## src/rtl/pong_pkg.sv

```systemverilog
// Shared pong definitions: FSM state encodings, default geometry and speeds,
// and the serve position. Used by the engine, display_pong and the renderer.
package pong_pkg;

  localparam int H_RES_DEF        = 640;
  localparam int V_RES_DEF        = 480;
  localparam int BALL_R_DEF       = 4;
  localparam int PAD_W_DEF        = 8;
  localparam int PAD_H_DEF        = 32;
  localparam int SPEED_X_DEF      = 2;
  localparam int SPEED_Y_DEF      = 2;
  localparam int PAD_SPEED_DEF    = 4;
  localparam int SERVE_FRAMES_DEF = 60;

  localparam int COORD_W     = 10;
  localparam int COUNT_W     = 8;
  localparam int SERVE_CNT_W = 8;

  localparam logic [COORD_W-1:0] CENTRE_X = 10'd320;
  localparam logic [COORD_W-1:0] CENTRE_Y = 10'd240;

  localparam logic [0:0] ST_PLAY  = 1'b0;
  localparam logic [0:0] ST_SERVE = 1'b1;

  function automatic logic [COORD_W-1:0] abs_diff(input logic [COORD_W-1:0] a,
                                                  input logic [COORD_W-1:0] b);
    return (a > b) ? (a - b) : (b - a);
  endfunction

endpackage

```

## src/rtl/pong_paddle_ctrl.sv

```systemverilog
// Paddle vertical position: button decode and a clamped centre register,
// advanced only on the per-frame update strobe.
module pong_paddle_ctrl
  import pong_pkg::*;
#(
  parameter int V_RES     = V_RES_DEF,
  parameter int PAD_H     = PAD_H_DEF,
  parameter int PAD_SPEED = PAD_SPEED_DEF
) (
  input  logic               clk,
  input  logic               reset,
  input  logic               update,
  input  logic               btn_up,
  input  logic               btn_down,
  output logic [COORD_W-1:0] paddle_y
);

  localparam logic [COORD_W-1:0] Y_MIN    = COORD_W'(PAD_H);
  localparam logic [COORD_W-1:0] UP_LIMIT = COORD_W'(PAD_H + PAD_SPEED);
  localparam logic [COORD_W:0]   Y_MAX    = (COORD_W+1)'(V_RES - 1 - PAD_H);
  localparam logic [COORD_W:0]   STEP     = (COORD_W+1)'(PAD_SPEED);

  logic [COORD_W:0]   down_sum;
  logic [COORD_W-1:0] y_next;

  assign down_sum = {1'b0, paddle_y} + STEP;

  always_comb begin
    y_next = paddle_y;
    if (btn_up && !btn_down) begin
      y_next = (paddle_y < UP_LIMIT) ? Y_MIN : paddle_y - COORD_W'(PAD_SPEED);
    end else if (btn_down && !btn_up) begin
      y_next = (down_sum > Y_MAX) ? Y_MAX[COORD_W-1:0] : down_sum[COORD_W-1:0];
    end
  end

  always_ff @(posedge clk) begin
    if (reset) begin
      paddle_y <= CENTRE_Y;
    end else if (update) begin
      paddle_y <= y_next;
    end
  end

endmodule

```

## src/rtl/pong_game_engine.sv

```systemverilog
// Per-frame pong game state: ball physics with wall/paddle reflection,
// miss handling with a timed serve, and hit/miss counters.
//   state    | meaning
//   ST_PLAY  | ball moving, collisions evaluated each update
//   ST_SERVE | ball held at centre after a miss, serve_cnt counting down
module pong_game_engine
  import pong_pkg::*;
#(
  parameter int H_RES        = H_RES_DEF,
  parameter int V_RES        = V_RES_DEF,
  parameter int BALL_R       = BALL_R_DEF,
  parameter int PAD_W        = PAD_W_DEF,
  parameter int PAD_H        = PAD_H_DEF,
  parameter int SPEED_X      = SPEED_X_DEF,
  parameter int SPEED_Y      = SPEED_Y_DEF,
  parameter int PAD_SPEED    = PAD_SPEED_DEF,
  parameter int SERVE_FRAMES = SERVE_FRAMES_DEF
) (
  input  logic               clk,
  input  logic               reset,
  input  logic               frame_start,
  input  logic               pause,
  input  logic               btn_up,
  input  logic               btn_down,
  output logic [COORD_W-1:0] ball_x,
  output logic [COORD_W-1:0] ball_y,
  output logic [COORD_W-1:0] paddle_x,
  output logic [COORD_W-1:0] paddle_y,
  output logic [COUNT_W-1:0] hit_count,
  output logic [COUNT_W-1:0] miss_count,
  output logic               miss_pulse,
  output logic               serving
);

  localparam logic [COORD_W:0]   X_RIGHT   = (COORD_W+1)'(H_RES - 1 - BALL_R);
  localparam logic [COORD_W:0]   Y_BOTTOM  = (COORD_W+1)'(V_RES - 1 - BALL_R);
  localparam logic [COORD_W:0]   STEP_X    = (COORD_W+1)'(SPEED_X);
  localparam logic [COORD_W:0]   STEP_Y    = (COORD_W+1)'(SPEED_Y);
  localparam logic [COORD_W-1:0] Y_TOP     = COORD_W'(BALL_R);
  localparam logic [COORD_W-1:0] Y_TOP_TRG = COORD_W'(BALL_R + SPEED_Y);
  localparam logic [COORD_W-1:0] X_PADDLE  = COORD_W'(PAD_W + BALL_R);
  localparam logic [COORD_W-1:0] X_PAD_TRG = COORD_W'(PAD_W + BALL_R + SPEED_X);
  localparam logic [COORD_W-1:0] HIT_WIN   = COORD_W'(PAD_H + BALL_R);

  logic                   update;
  logic [0:0]             state;
  logic [SERVE_CNT_W-1:0] serve_cnt;
  logic                   dir_x_right;
  logic                   dir_y_down;

  logic [COORD_W:0]   x_sum;
  logic [COORD_W:0]   y_sum;
  logic [COORD_W-1:0] x_next;
  logic [COORD_W-1:0] y_next;
  logic               dir_x_next;
  logic               dir_y_next;
  logic               hit;
  logic               miss;

  assign update   = frame_start && !pause;
  assign paddle_x = '0;
  assign serving  = (state == ST_SERVE);

  // Wall tests use the 11-bit stepped value, equivalent to comparing the
  // current position against the limit minus the step.
  assign x_sum = {1'b0, ball_x} + STEP_X;
  assign y_sum = {1'b0, ball_y} + STEP_Y;

  pong_paddle_ctrl #(
    .V_RES    (V_RES),
    .PAD_H    (PAD_H),
    .PAD_SPEED(PAD_SPEED)
  ) u_paddle (
    .clk     (clk),
    .reset   (reset),
    .update  (update),
    .btn_up  (btn_up),
    .btn_down(btn_down),
    .paddle_y(paddle_y)
  );

  always_comb begin
    y_next     = ball_y;
    dir_y_next = dir_y_down;
    if (dir_y_down) begin
      if (y_sum > Y_BOTTOM) begin
        y_next     = Y_BOTTOM[COORD_W-1:0];
        dir_y_next = 1'b0;
      end else begin
        y_next = y_sum[COORD_W-1:0];
      end
    end else begin
      if (ball_y < Y_TOP_TRG) begin
        y_next     = Y_TOP;
        dir_y_next = 1'b1;
      end else begin
        y_next = ball_y - COORD_W'(SPEED_Y);
      end
    end
  end

  // Paddle check uses the paddle position from before this update.
  always_comb begin
    x_next     = ball_x;
    dir_x_next = dir_x_right;
    hit        = 1'b0;
    miss       = 1'b0;
    if (dir_x_right) begin
      if (x_sum > X_RIGHT) begin
        x_next     = X_RIGHT[COORD_W-1:0];
        dir_x_next = 1'b0;
      end else begin
        x_next = x_sum[COORD_W-1:0];
      end
    end else if (ball_x < X_PAD_TRG) begin
      if (abs_diff(ball_y, paddle_y) <= HIT_WIN) begin
        hit        = 1'b1;
        x_next     = X_PADDLE;
        dir_x_next = 1'b1;
      end else begin
        miss = 1'b1;
      end
    end else begin
      x_next = ball_x - COORD_W'(SPEED_X);
    end
  end

  always_ff @(posedge clk) begin
    miss_pulse <= 1'b0;
    if (reset) begin
      state       <= ST_PLAY;
      serve_cnt   <= '0;
      ball_x      <= CENTRE_X;
      ball_y      <= CENTRE_Y;
      dir_x_right <= 1'b1;
      dir_y_down  <= 1'b1;
      hit_count   <= '0;
      miss_count  <= '0;
    end else if (update) begin
      case (state)
        ST_PLAY: begin
          if (miss) begin
            state       <= ST_SERVE;
            serve_cnt   <= SERVE_CNT_W'(SERVE_FRAMES - 1);
            ball_x      <= CENTRE_X;
            ball_y      <= CENTRE_Y;
            dir_x_right <= 1'b1;
            dir_y_down  <= 1'b1;
            miss_count  <= miss_count + 1'b1;
            miss_pulse  <= 1'b1;
          end else begin
            ball_x      <= x_next;
            ball_y      <= y_next;
            dir_x_right <= dir_x_next;
            dir_y_down  <= dir_y_next;
            if (hit) hit_count <= hit_count + 1'b1;
          end
        end
        ST_SERVE: begin
          if (serve_cnt == '0) state <= ST_PLAY;
          else                 serve_cnt <= serve_cnt - 1'b1;
        end
        default: state <= ST_PLAY;
      endcase
    end
  end

endmodule

```

## config.mk

```make
export PLATFORM = sky130hd
export DESIGN_NAME = pong_game_engine
export DESIGN_NICKNAME = d
export VERILOG_FILES = /design/src/rtl/pong_pkg.sv /design/src/rtl/pong_paddle_ctrl.sv /design/src/rtl/pong_game_engine.sv
export SDC_FILE = /design/constraint.sdc
export NUM_CORES = 1
export LEC_CHECK = 0
export ABC_CLOCK_PERIOD_IN_PS = 4650
export BUFFER_PORTS_ARGS = -buffer_cell sky130_fd_sc_hd__buf_2
export CORE_UTILIZATION = 59
export CTS_BUF_LIST = sky130_fd_sc_hd__clkbuf_16
export DETAILED_ROUTE_END_ITERATION = 10
export PLACE_DENSITY = 0.88
export SYNTH_ARGS = -nofsm -noshare
export SYNTH_HDL_FRONTEND = slang
export SYNTH_SLANG_ARGS = --single-unit
export TNS_END_PERCENT = 20
```

## constraint.sdc

```tcl
create_clock -name clk -period 4.65 [get_ports clk]
set_input_delay 0.6975 -clock clk [delete_from_list [all_inputs] [get_ports clk]]
set_output_delay 0.6975 -clock clk [all_outputs]
set_load 0.01 [all_outputs]
```

== Yosys cells after proc, flatten, opt, wreduce, memory -nomap -nowiden ==
Index checks and enable logic that the tools add are counted.
Storage, ports and cells
  register bits after elaboration: 58
  output and inout bits: 58
Cells by class
  add/sub/neg operators: 11
  magnitude comparators: 8
  equality and inequality tests: 3
  mux-type cells: 33
  bitwise logic cells: 3
  reduce and logical (&&, ||, !) cells: 15
Operators with widths (count)
  2-to-1 mux 10 bit: 14
  adder 10 x 2 -> 11 bit (second input constant): 2
  > comparator 11 x 9 -> 1 bit (second input constant): 2
  subtractor 10 bit: 2
  subtractor 10 x 2 -> 10 bit (second input constant): 2
  adder 8 x 1 -> 8 bit (second input constant): 2
  2-to-1 mux 8 bit: 2
  one-hot mux 8 bit (2 select lines): 1
  2-to-1 mux 1 bit: 15
  adder 10 x 3 -> 11 bit (second input constant): 1
  > comparator 11 x 10 -> 1 bit (second input constant): 1
  > comparator 10 bit: 1
  less-or-equal comparator 10 x 6 -> 1 bit (second input constant): 1
  less-than comparator 10 x 3 -> 1 bit (second input constant): 1
  less-than comparator 10 x 4 -> 1 bit (second input constant): 1
  less-than comparator 10 x 6 -> 1 bit (second input constant): 1
  subtractor 10 x 3 -> 10 bit (second input constant): 1
  AND reduction 3 bit: 3
  zero test 8 bit: 1
  subtractor 8 x 1 -> 8 bit (second input constant): 1
  != test 2 bit (second input constant): 2
  != test 4 x 3 -> 1 bit (second input constant): 1
  AND reduction 2 bit: 2
  AND reduction 4 bit: 1
  6 further kinds: 12

== Longest topological paths before layout ==
Gate-level depths: netlist of the first run.
  depth in word-level cells: 8
  mapped depth: 14
  depth with buffers taken out: 11

== Cells and area by module ==
From an unflattened synthesis of the first run, not the netlist that was laid out.
Unflattened totals
  cell total of the unflattened synthesis: 624
  area total of the unflattened synthesis: 4713.3 sq um
By module, submodules not included
  pong_game_engine: times used 1, cells each 517, area an instance 3888.7 sq um
  pong_paddle_ctrl: times used 1, cells each 107, area an instance 824.5 sq um

== Worst setup path after synthesis of the first run ==
OpenSTA, ideal clock, no wires.
  kind: register -> register
  start: register ball_y[3]
  end: register ball_y[2]
  setup time: 0.070 ns
  data arrival time: 3.277 ns
  setup slack: 1.302 ns
  cell stages (with the launch flop): 14
  buffers on the path: 2
  clock period less this slack: 3.348 ns
  cell sequence: dfxtp_1 > clkbuf_1 > inv_1 > ha_1 > and2_4 > a21boi_4 > or3_1 > a221o_1 > a211oi_2 > nand2_2 > buf_6 > and3_4 > or3_1 > a21oi_1
On the way
  longest elaborated chain between the ends: 7
  elaborated cells on any way between the ends: 15
RTL lines
  from (decl): line pong_game_engine.sv:26  | output logic [COORD_W-1:0] ball_y,
  from (signal assigned): line pong_game_engine.sv:153  | ball_y <= y_next;
  subtractor 10 bit / > comparator 10 bit (equally long branches): line pong_pkg.sv:27  | return (a > b) ? (a - b) : (b - a);
  2-to-1 mux 10 bit: line pong_pkg.sv:27
  less-or-equal comparator 10 x 6 -> 1 bit: line pong_game_engine.sv:116  | if (abs_diff(ball_y, paddle_y) <= HIT_WIN) begin
  2-to-1 mux 1 bit: line pong_game_engine.sv:116
  2-to-1 mux 1 bit: line pong_game_engine.sv:115  | end else if (ball_x < X_PAD_TRG) begin
  2-to-1 mux 1 bit: line pong_game_engine.sv:108  | if (dir_x_right) begin
  2-to-1 mux 10 bit (*): line pong_game_engine.sv:142  | if (miss) begin
Mark *: on every way between the ends. The rest lies on a longest branch, timed or not.
A chain may end at the register's enable or synchronous reset.

== Worst setup path after layout of the first run ==
  start: register ball_y[1]
  end: register miss_count[7]
On the way
  longest elaborated chain between the ends: 7
  elaborated cells on any way between the ends: 9
RTL lines
  subtractor 10 bit / > comparator 10 bit (equally long branches): line pong_pkg.sv:27
  2-to-1 mux 10 bit (*): line pong_pkg.sv:27
  less-or-equal comparator 10 x 6 -> 1 bit (*): line pong_game_engine.sv:116
  2-to-1 mux 1 bit (*): line pong_game_engine.sv:116
  2-to-1 mux 1 bit (*): line pong_game_engine.sv:115
  2-to-1 mux 1 bit (*): line pong_game_engine.sv:108
  AND reduction 3 bit (no line) (*)
  to (signal assigned): line pong_game_engine.sv:149  | miss_count <= miss_count + 1'b1;
  to (decl): line pong_game_engine.sv:30  | output logic [COUNT_W-1:0] miss_count,
Marks and branches as above.

==> results of run 1 <==
==> synth_stat cells (6+ instances only) <==
cell,n,area share (%)
clkbuf_1,29,2.2
inv_1,34,2.6
nor2_1,62,4.8
o211ai_1,9,1.4
nand4_1,17,2.2
ha_1,33,8.5
o21ai_0,45,4.6
nor3_1,19,2.0
buf_4,12,1.9
and3_1,9,1.2
a211oi_1,8,1.2
nand2_1,55,4.3
nand2b_1,11,1.4
or3_1,13,1.7
a21oi_1,52,5.4
nand3_1,30,3.1
xnor2_1,21,3.8
a31oi_1,23,3.0
mux2i_1,6,1.2
dfxtp_1,57,24
nor4_1,6,0.77
xor2_1,6,1.1
==> worst max path at each step <==
stage | startpoint | to | slack, ps | depth (start not counted)
final | ball_y[1] | miss_count[7] | 750 | 12
after global routing | ball_y[2] | miss_count[7] | 540 | 12
after CTS | ball_y[1] | miss_count[7] | 860 | 12
after detailed placement | ball_y[1] | miss_count[5] | 920 | 12
after global placement | ball_y[1] | miss_count[7] | 1040 | 12
after floorplan | ball_y[3] | ball_y[2] | 1300 | 13
==> registers in the layout, indices dropped and copies added, names as in the netlist <==
register / flops
dir_x_right: 1
serve_cnt: 8
ball_x: 10
dir_y_down: 1
ball_y: 10
miss_pulse: 1
u_paddle.paddle_y: 9
serving: 1
hit_count: 8
miss_count: 8
==> metal layers <==
layer | vias to the layer above | share of wire, % | global-route usage [%]
li1 | 2454 | - | -
met2 | 256 | 48 | 54.0
met5 | - | 0 | 0
met1 | 2420 | 41 | 40.7
met4 | 0 | 3.2 | 13.7
met3 | 50 | 8.2 | 5.99
==> stage by stage <==
stage                     std cells  util, %  hold WS [ps]  setup slack (ps)  cell area (µm²)
final                           798     68.6           479               754             5380
after global routing            798     68.6           515               541             5380
after CTS                       798     68.6           481               858             5380
after detailed placement        782     64.6           470               924             5070
after global placement          782     64.6           457              1040             5070
after floorplan                 671        -           443              1300             4890
==> worst register-to-register path, delay by kind of cell, from the launching register on <==
kind | cells | cell delay (ps)
buf+inv | 2 | 480
fa+ha+maj | 1 | 440
compound gates | 3 | 890
xor+xnor | 1 | 180
simple gates | 5 | 1270
flops | 1 | 570
==> final cells by class <==
type / instances / area [µm²]
Multi-Input combinational cell: 531 / 3380
Fill cell: 702 / 2460
Sequential cell: 57 / 1140
Timing Repair Buffer: 57 / 295
Clock buffer: 9 / 225
Inverter: 35 / 131
Tap cell: 102 / 128
Clock inverter: 7 / 86.3
==> cell families after synthesis <==
| family | after synthesis |
|---|---|
| AO/OA/AOI/OAI | 197 |
| XOR/XNOR | 27 |
| adder cells (fa/ha/maj) | 33 |
| buffers and inverters | 83 |
| flip-flops | 57 |
| multiplexers | 8 |
| other | 1 |
| AND/OR/NAND/NOR | 256 |
==> power breakdown <==
part           switching (mW)  internal [mW]  total, mW
Clock                   0.237          0.464      0.701
Combinational           0.149         0.0856      0.234
Sequential             0.0120          0.494      0.506
Total                   0.398           1.04       1.44
==> qor.csv, run 1 <==
stage,metric,value,unit
clock_network,postCtsResizedCells,0,
timing,setup_viol,0,
worst_setup_path,critical_path.top_delay_family,simple AND/OR/NAND/NOR gates,
finish,syn_to_final_growth,10.9,%
finish,fin_nets,730,
route,routed_wl,13600,µm
worst_hold_path,hold_class,flip-flop to flip-flop,
floorplan,dieArea,8590,µm²
clock_network,hold_buffers,0,
route,drt-pass1-iter-count,5,
timing,fin_setup_tns,0,ps
timing,max_freq,0.257,GHz
worst_hold_path,hold_depth,2,
worst_setup_path,reg2reg_from,ball_y[1],
clock_network,cts_buffer_depth,2,
clock_network,clk_latency,330,ps
place,gp_congestion,1.02,
route,drt_iter0_markers,590,
logic_synthesis,synthArstFlopShare,0,%
logic_synthesis,yosys.area_share.simple,26.5,%
grt,antenna_found_initial,0,
place,io_buffers,53,
logic_synthesis,ys_seq_area_share,23.5,%
logic_synthesis,yosysWarningCount,0,
logic_synthesis,synth.avg_cell_area,7.33,µm²
pwr,cellLeakagePower,2.15,nW
timing,fin_skew,8.12,ps
timing,slew_violations,0,
worst_setup_path,reg2reg_to,miss_count[7],
timing,slew_headroom,35.1,%
floorplan,io_pins,64,
timing,tightest_slew,973,ps
worst_setup_path,startpoint_type,flip-flop,
timing,period_needed,3900,ps
clock_network,cts_made_buffers,9,
status,status,"complete, no violations",
finish,final_common_cell,nor2_1,
pwr,powerDensity,268,nW/µm²
worst_setup_path,crit_path_end_kind,flip-flop,
clock_network,tritoncts,yes,
worst_setup_path,arrival,4150,ps
route,vias,5180,
route,drc,0,
worst_setup_path,reg2reg_slack,750,ps
floorplan,rows,32,
worst_hold_path,holdCritStartpoint,miss_count[7],
place,hpwl,9350,µm
grt,grt_pass1_vias,4672,
worst_setup_path,worstSetupPathType,flip-flop to flip-flop,
clock_network,ctsHtreeMaxLevel,3,
logic_synthesis,yosys_most_used_dff,dfxtp_1,
logic_synthesis,synth_cell_type_count,70,
logic_synthesis,ys_ff_latch,57,
logic_synthesis,synth_compound_area_share,27.2,%
finish,antenna_cells,0,
logic_synthesis,synth_xor_area_share,4.87,%
timing,rsz0062_at_grt,no,
grt,grt_pass1_wl,22400,µm
pwr,ir_drop,0.000248,V
floorplan,initial_utilization,61.8,%
pwr,finalPower,1.44,mW
worst_setup_path,r2r_cells,12,
route,viasPerCell,6.49,
logic_synthesis,synth_enable_flop_cells,0,
worst_setup_path,cp_cell_sequence,inv_1 -> ha_1 -> nor2b_1 -> and3_1 -> a2111oi_2 -> o21ai_0 -> xnor2_1 -> nand4_1 -> buf_4 -> nand3_1 -> or4_1 -> a21oi_1,
clock_network,cts_sinks,57,
worst_setup_path,cp_slowest_stage_delay,570,ps
logic_synthesis,yosys-mux-area-fraction,1.70,%
clock_network,cts_root_buf,clkbuf_16,
run,max-cap-violations,0,
grt,gr-total-overflow,0,
clock_network,post-cts-setup-buffers,0,
worst_hold_path,min_to,miss_count[7],
finish,drive_above_1_share,13.2,%
grt,grt_max_degree,54,
grt,grt_use_total,32.3,%
floorplan,die_height,92.7,µm
route,ant_nets,0,
worst_setup_path,cpMaxStageDelayCell,dfxtp_1,
floorplan,coreArea,7850,µm²
logic_synthesis,synthCells,662,
clock_network,path_clk_slew,50,ps
logic_synthesis,post_synth_instance_area,4850,µm²
timing,fin_crit_sh,83.8,%
worst_setup_path,path_buf_inv,2,
floorplan,die_w,92.7,µm
finish,final_cell_mix,"nor2_1 (62), dfxtp_1 (57), nand2_1 (55), buf_2 (53), a21oi_1 (52)",
timing,hold_viol,0,
worst_setup_path,worstPathRequired,4900,ps
logic_synthesis,synth_top_family_by_area,compound AO/OA/AOI/OAI gates,
route,avgRoutedWirePerCell,17.0,µm
logic_synthesis,synthAdderAreaFrac,8.51,%
worst_setup_path,crit_path_max_fanout,14,
Note: power is estimated with default switching activity, not from simulation.
==> run 2: changes to the inputs <==
--- a/config.mk
+++ b/config.mk
@@ -5,12 +5,12 @@
 export SDC_FILE = /design/constraint.sdc
 export NUM_CORES = 1
 export LEC_CHECK = 0
-export ABC_CLOCK_PERIOD_IN_PS = 4650
+export ABC_CLOCK_PERIOD_IN_PS = 3400
 export BUFFER_PORTS_ARGS = -buffer_cell sky130_fd_sc_hd__buf_2
-export CORE_UTILIZATION = 59
+export CORE_UTILIZATION = 53
 export CTS_BUF_LIST = sky130_fd_sc_hd__clkbuf_16
 export DETAILED_ROUTE_END_ITERATION = 10
-export PLACE_DENSITY = 0.88
+export PLACE_DENSITY = 0.84
 export SYNTH_ARGS = -nofsm -noshare
 export SYNTH_HDL_FRONTEND = slang
 export SYNTH_SLANG_ARGS = --single-unit
==> constraint.sdc (replaced) <==
create_clock -name clk -period 3.4 [get_ports clk]
set_input_delay 0.51 -clock clk [delete_from_list [all_inputs] [get_ports clk]]
set_output_delay 0.51 -clock clk [all_outputs]
set_load 0.01 [all_outputs]
==> run 2 against run 1 <==
  * Via count increased by 1.3%
  * Sequential share of layout area decreased by 0.83 points
  * Sequential cell count unchanged
  * Routed wire length increased by 5.3%
  * Combinational power increased by 55%
  * Hold slack got worse by 3.3 ps
  * Global-route usage decreased by 2.4 points
  * Sequential power increased by 35%
  * Die area increased by 11%
  * Core utilization decreased by 5.0 points
  * Register-to-register slack got worse by 620 ps
  * Largest power group unchanged
  * The run now ends with design-rule violations left
  * Critical endpoint is now hit_count[5]
  * Final area increased by 4.1%
==> qor.csv, run 2 (synthesis gave the netlist of run 1 again) <==
stage,metric,value,unit,change
worst_setup_path,worstPathRequired,3610,ps,was 4900 ps
clock_network,ctsHtreeMaxLevel,3,,unchanged
clock_network,path_clk_slew,50,ps,about the same
grt,grt_use_total,29.9,%,was 32.3%
worst_setup_path,crit_top_cell,buf_4,,
route,routed_wl,14300,µm,was 13600 µm
clock_network,tritoncts,yes,,unchanged
route,drc,5,,was 0
route,drt-pass1-iter-count,11,,was 5
run,max-cap-violations,0,,unchanged
timing,fin_setup_tns,0,ps,unchanged
worst_setup_path,cp_slowest_stage_delay,410,ps,was 570 ps
floorplan,io_pins,64,,unchanged
floorplan,dieArea,9540,µm²,was 8590 µm²
place,hpwl,10200,µm,was 9350 µm
timing,slew_violations,0,,unchanged
worst_hold_path,hold_class,flip-flop to flip-flop,,unchanged
route,viasPerCell,6.32,,was 6.49
finish,final_core_util,63.6,%,was 68.6%
pwr,cellLeakagePower,2.25,nW,was 2.15 nW
finish,drive_above_1_share,17.2,%,was 13.2%
clock_network,clk_latency,330,ps,about the same
worst_setup_path,startpoint_type,flip-flop,,unchanged
route,avgRoutedWirePerCell,17.2,µm,was 17.0 µm
route,ant_nets,0,,unchanged
timing,period_needed,3260,ps,was 3900 ps
clock_network,hold_buffers,0,,unchanged
worst_setup_path,crit_path_max_fanout,13,,was 14
finish,fin_nets,757,,was 730
worst_setup_path,cp_cell_sequence,inv_1 -> ha_1 -> and2_4 -> a21boi_4 -> or3_1 -> a221o_1 -> a211oi_2 -> nand2_2 -> buf_4 -> buf_4 -> a21oi_4 -> nand2_1 -> mux2_2,,was inv_1 -> ha_1 -> nor2b_1 -> and3_1 -> a2111oi_2 -> o21ai_0 -> xnor2_1 -> nand4_1 -> buf_4 -> nand3_1 -> or4_1 -> a21oi_1
clock_network,cts_sinks,57,,unchanged
grt,grt_max_degree,54,,unchanged
status,status,finished with violations,,"was complete, no violations"
clock_network,cts_root_buf,clkbuf_16,,unchanged
finish,final_common_cell,nor2_1,,unchanged
pwr,powerDensity,342,nW/µm²,was 268 nW/µm²
finish,antenna_cells,0,,unchanged
place,pre_cts_ws,104,ps,was 924 ps
pwr,p_sw,544,µW,was 398 µW
timing,max_freq,0.307,GHz,was 0.257 GHz
worst_setup_path,path_buf_inv,3,,was 2
timing,fin_ws,138,ps,was 754 ps
grt,grt_pass1_vias,4979,,was 4672
timing,setup_viol,0,,unchanged
grt,antenna_found_initial,0,,unchanged
floorplan,rows,34,,was 32
timing,fin_crit_sh,95.9,%,was 83.8%
worst_setup_path,cpMaxStageDelayCell,ha_1,,was dfxtp_1
floorplan,die_w,97.7,µm,was 92.7 µm
timing,hold_viol,0,,unchanged
finish,syn_to_final_growth,15.4,%,was 10.9%
worst_setup_path,worstSetupPathType,flip-flop to flip-flop,,unchanged
finish,reg_top3,"ball_x (10), ball_y (10), u_paddle.paddle_y (9)",,unchanged
floorplan,initial_utilization,55.1,%,was 61.8%
worst_setup_path,arrival,3470,ps,was 4150 ps
floorplan,die_height,97.7,µm,was 92.7 µm
pwr,pwr-share-seq,35.7,%,was 35.1%
status,violations,design-rule violations,,
timing,fin_skew,5.40,ps,was 8.12 ps
place,io_buffers,53,,unchanged
pwr,p_int,1.37,mW,was 1.04 mW
grt,gr-total-overflow,0,,unchanged
route,vias,5246,,was 5180
route,drt_iter0_markers,562,,was 590
place,gp_congestion,0.989,,was 1.02
timing,slew_headroom,36.0,%,was 35.1%
worst_setup_path,crit_path_end_kind,flip-flop,,unchanged
clock_network,cts_buffer_depth,2,,unchanged
grt,grt_pass1_wl,23500,µm,was 22400 µm
worst_setup_path,critical_path.top_delay_family,compound AO/OA/AOI/OAI gates,,was simple AND/OR/NAND/NOR gates
floorplan,coreArea,8810,µm²,was 7850 µm²
pwr,p_clk_share,45.4,%,was 48.7%
timing,tightest_slew,960,ps,was 973 ps
pwr,pwr-share-comb,18.9,%,was 16.3%
pwr,swShare,28.4,%,was 27.6%
clock_network,cts_made_buffers,9,,unchanged
pwr,ir_drop,0.000305,V,was 0.000248 V
finish,final_cell_mix,"nor2_1 (62), dfxtp_1 (57), nand2_1 (55), buf_2 (53), a21oi_1 (52)",,unchanged
[run 2: final timing paths]
path         slack (ps)    startpoint           end  cells after the start
min reg2reg         480  serve_cnt[7]  serve_cnt[7]                      2
max reg2reg         140     ball_y[3]  hit_count[5]                     13
max                 140     ball_y[3]  hit_count[5]                     13
min                 480  serve_cnt[7]  serve_cnt[7]                      2
[run 2: power by group through the flow]
stage	logic (mW)	clock network [mW]	registers (mW)
2_1_floorplan	0.262	0	0.700
3_3_place_gp	0.324	0	0.698
3_5_place_dp	0.333	0	0.698
5_1_grt	0.394	0.915	0.685
6_report	0.363	0.870	0.685
4_1_cts	0.335	0.887	0.684
[run 2: layer usage]
metal,up-vias,wire (µm),GRT usage [%]
met2,234,7180,52.4
met5,-,0,0
met4,0,231,10.4
met1,2467,5860,37.4
met3,26,996,4.10
li1,2519,-,-
[run 2: timing repair]
item                                    in CTS  in global routing
endpoints found under the setup margin       0                 31
resized for setup                            0                  7
setup buffers                                0                  2
[run 2: worst register-to-register path, delay by kind of cell, from the launching register on]
| family | cells | cell delay [ps] |
|---|---|---|
| mux | 1 | 270 |
| flops | 1 | 320 |
| compound gates | 4 | 990 |
| buf+inv | 3 | 460 |
| simple gates | 4 | 710 |
| fa+ha+maj | 1 | 410 |
[run 2: stage by stage]
| stage | area (µm²) | power, mW | cells | hold slack (ps) |
|---|---|---|---|---|
| final | 5600 | 1.92 | 830 | 475 |
| after global routing | 5600 | 1.99 | 830 | 497 |
| after CTS | 5550 | 1.91 | 828 | 474 |
| after detailed placement | 5270 | 1.03 | 813 | 467 |
| after global placement | 5270 | 1.02 | 813 | 456 |
| after floorplan | 4890 | 0.962 | 671 | 443 |
[run 2: final cells by class]
class | count | area, µm²
Sequential cell | 57 | 1140
Clock buffer | 9 | 225
Inverter | 35 | 131
Tap cell | 108 | 135
Clock inverter | 6 | 60.1
Fill cell | 799 | 3200
Timing Repair Buffer | 84 | 502
Multi-Input combinational cell | 531 | 3410
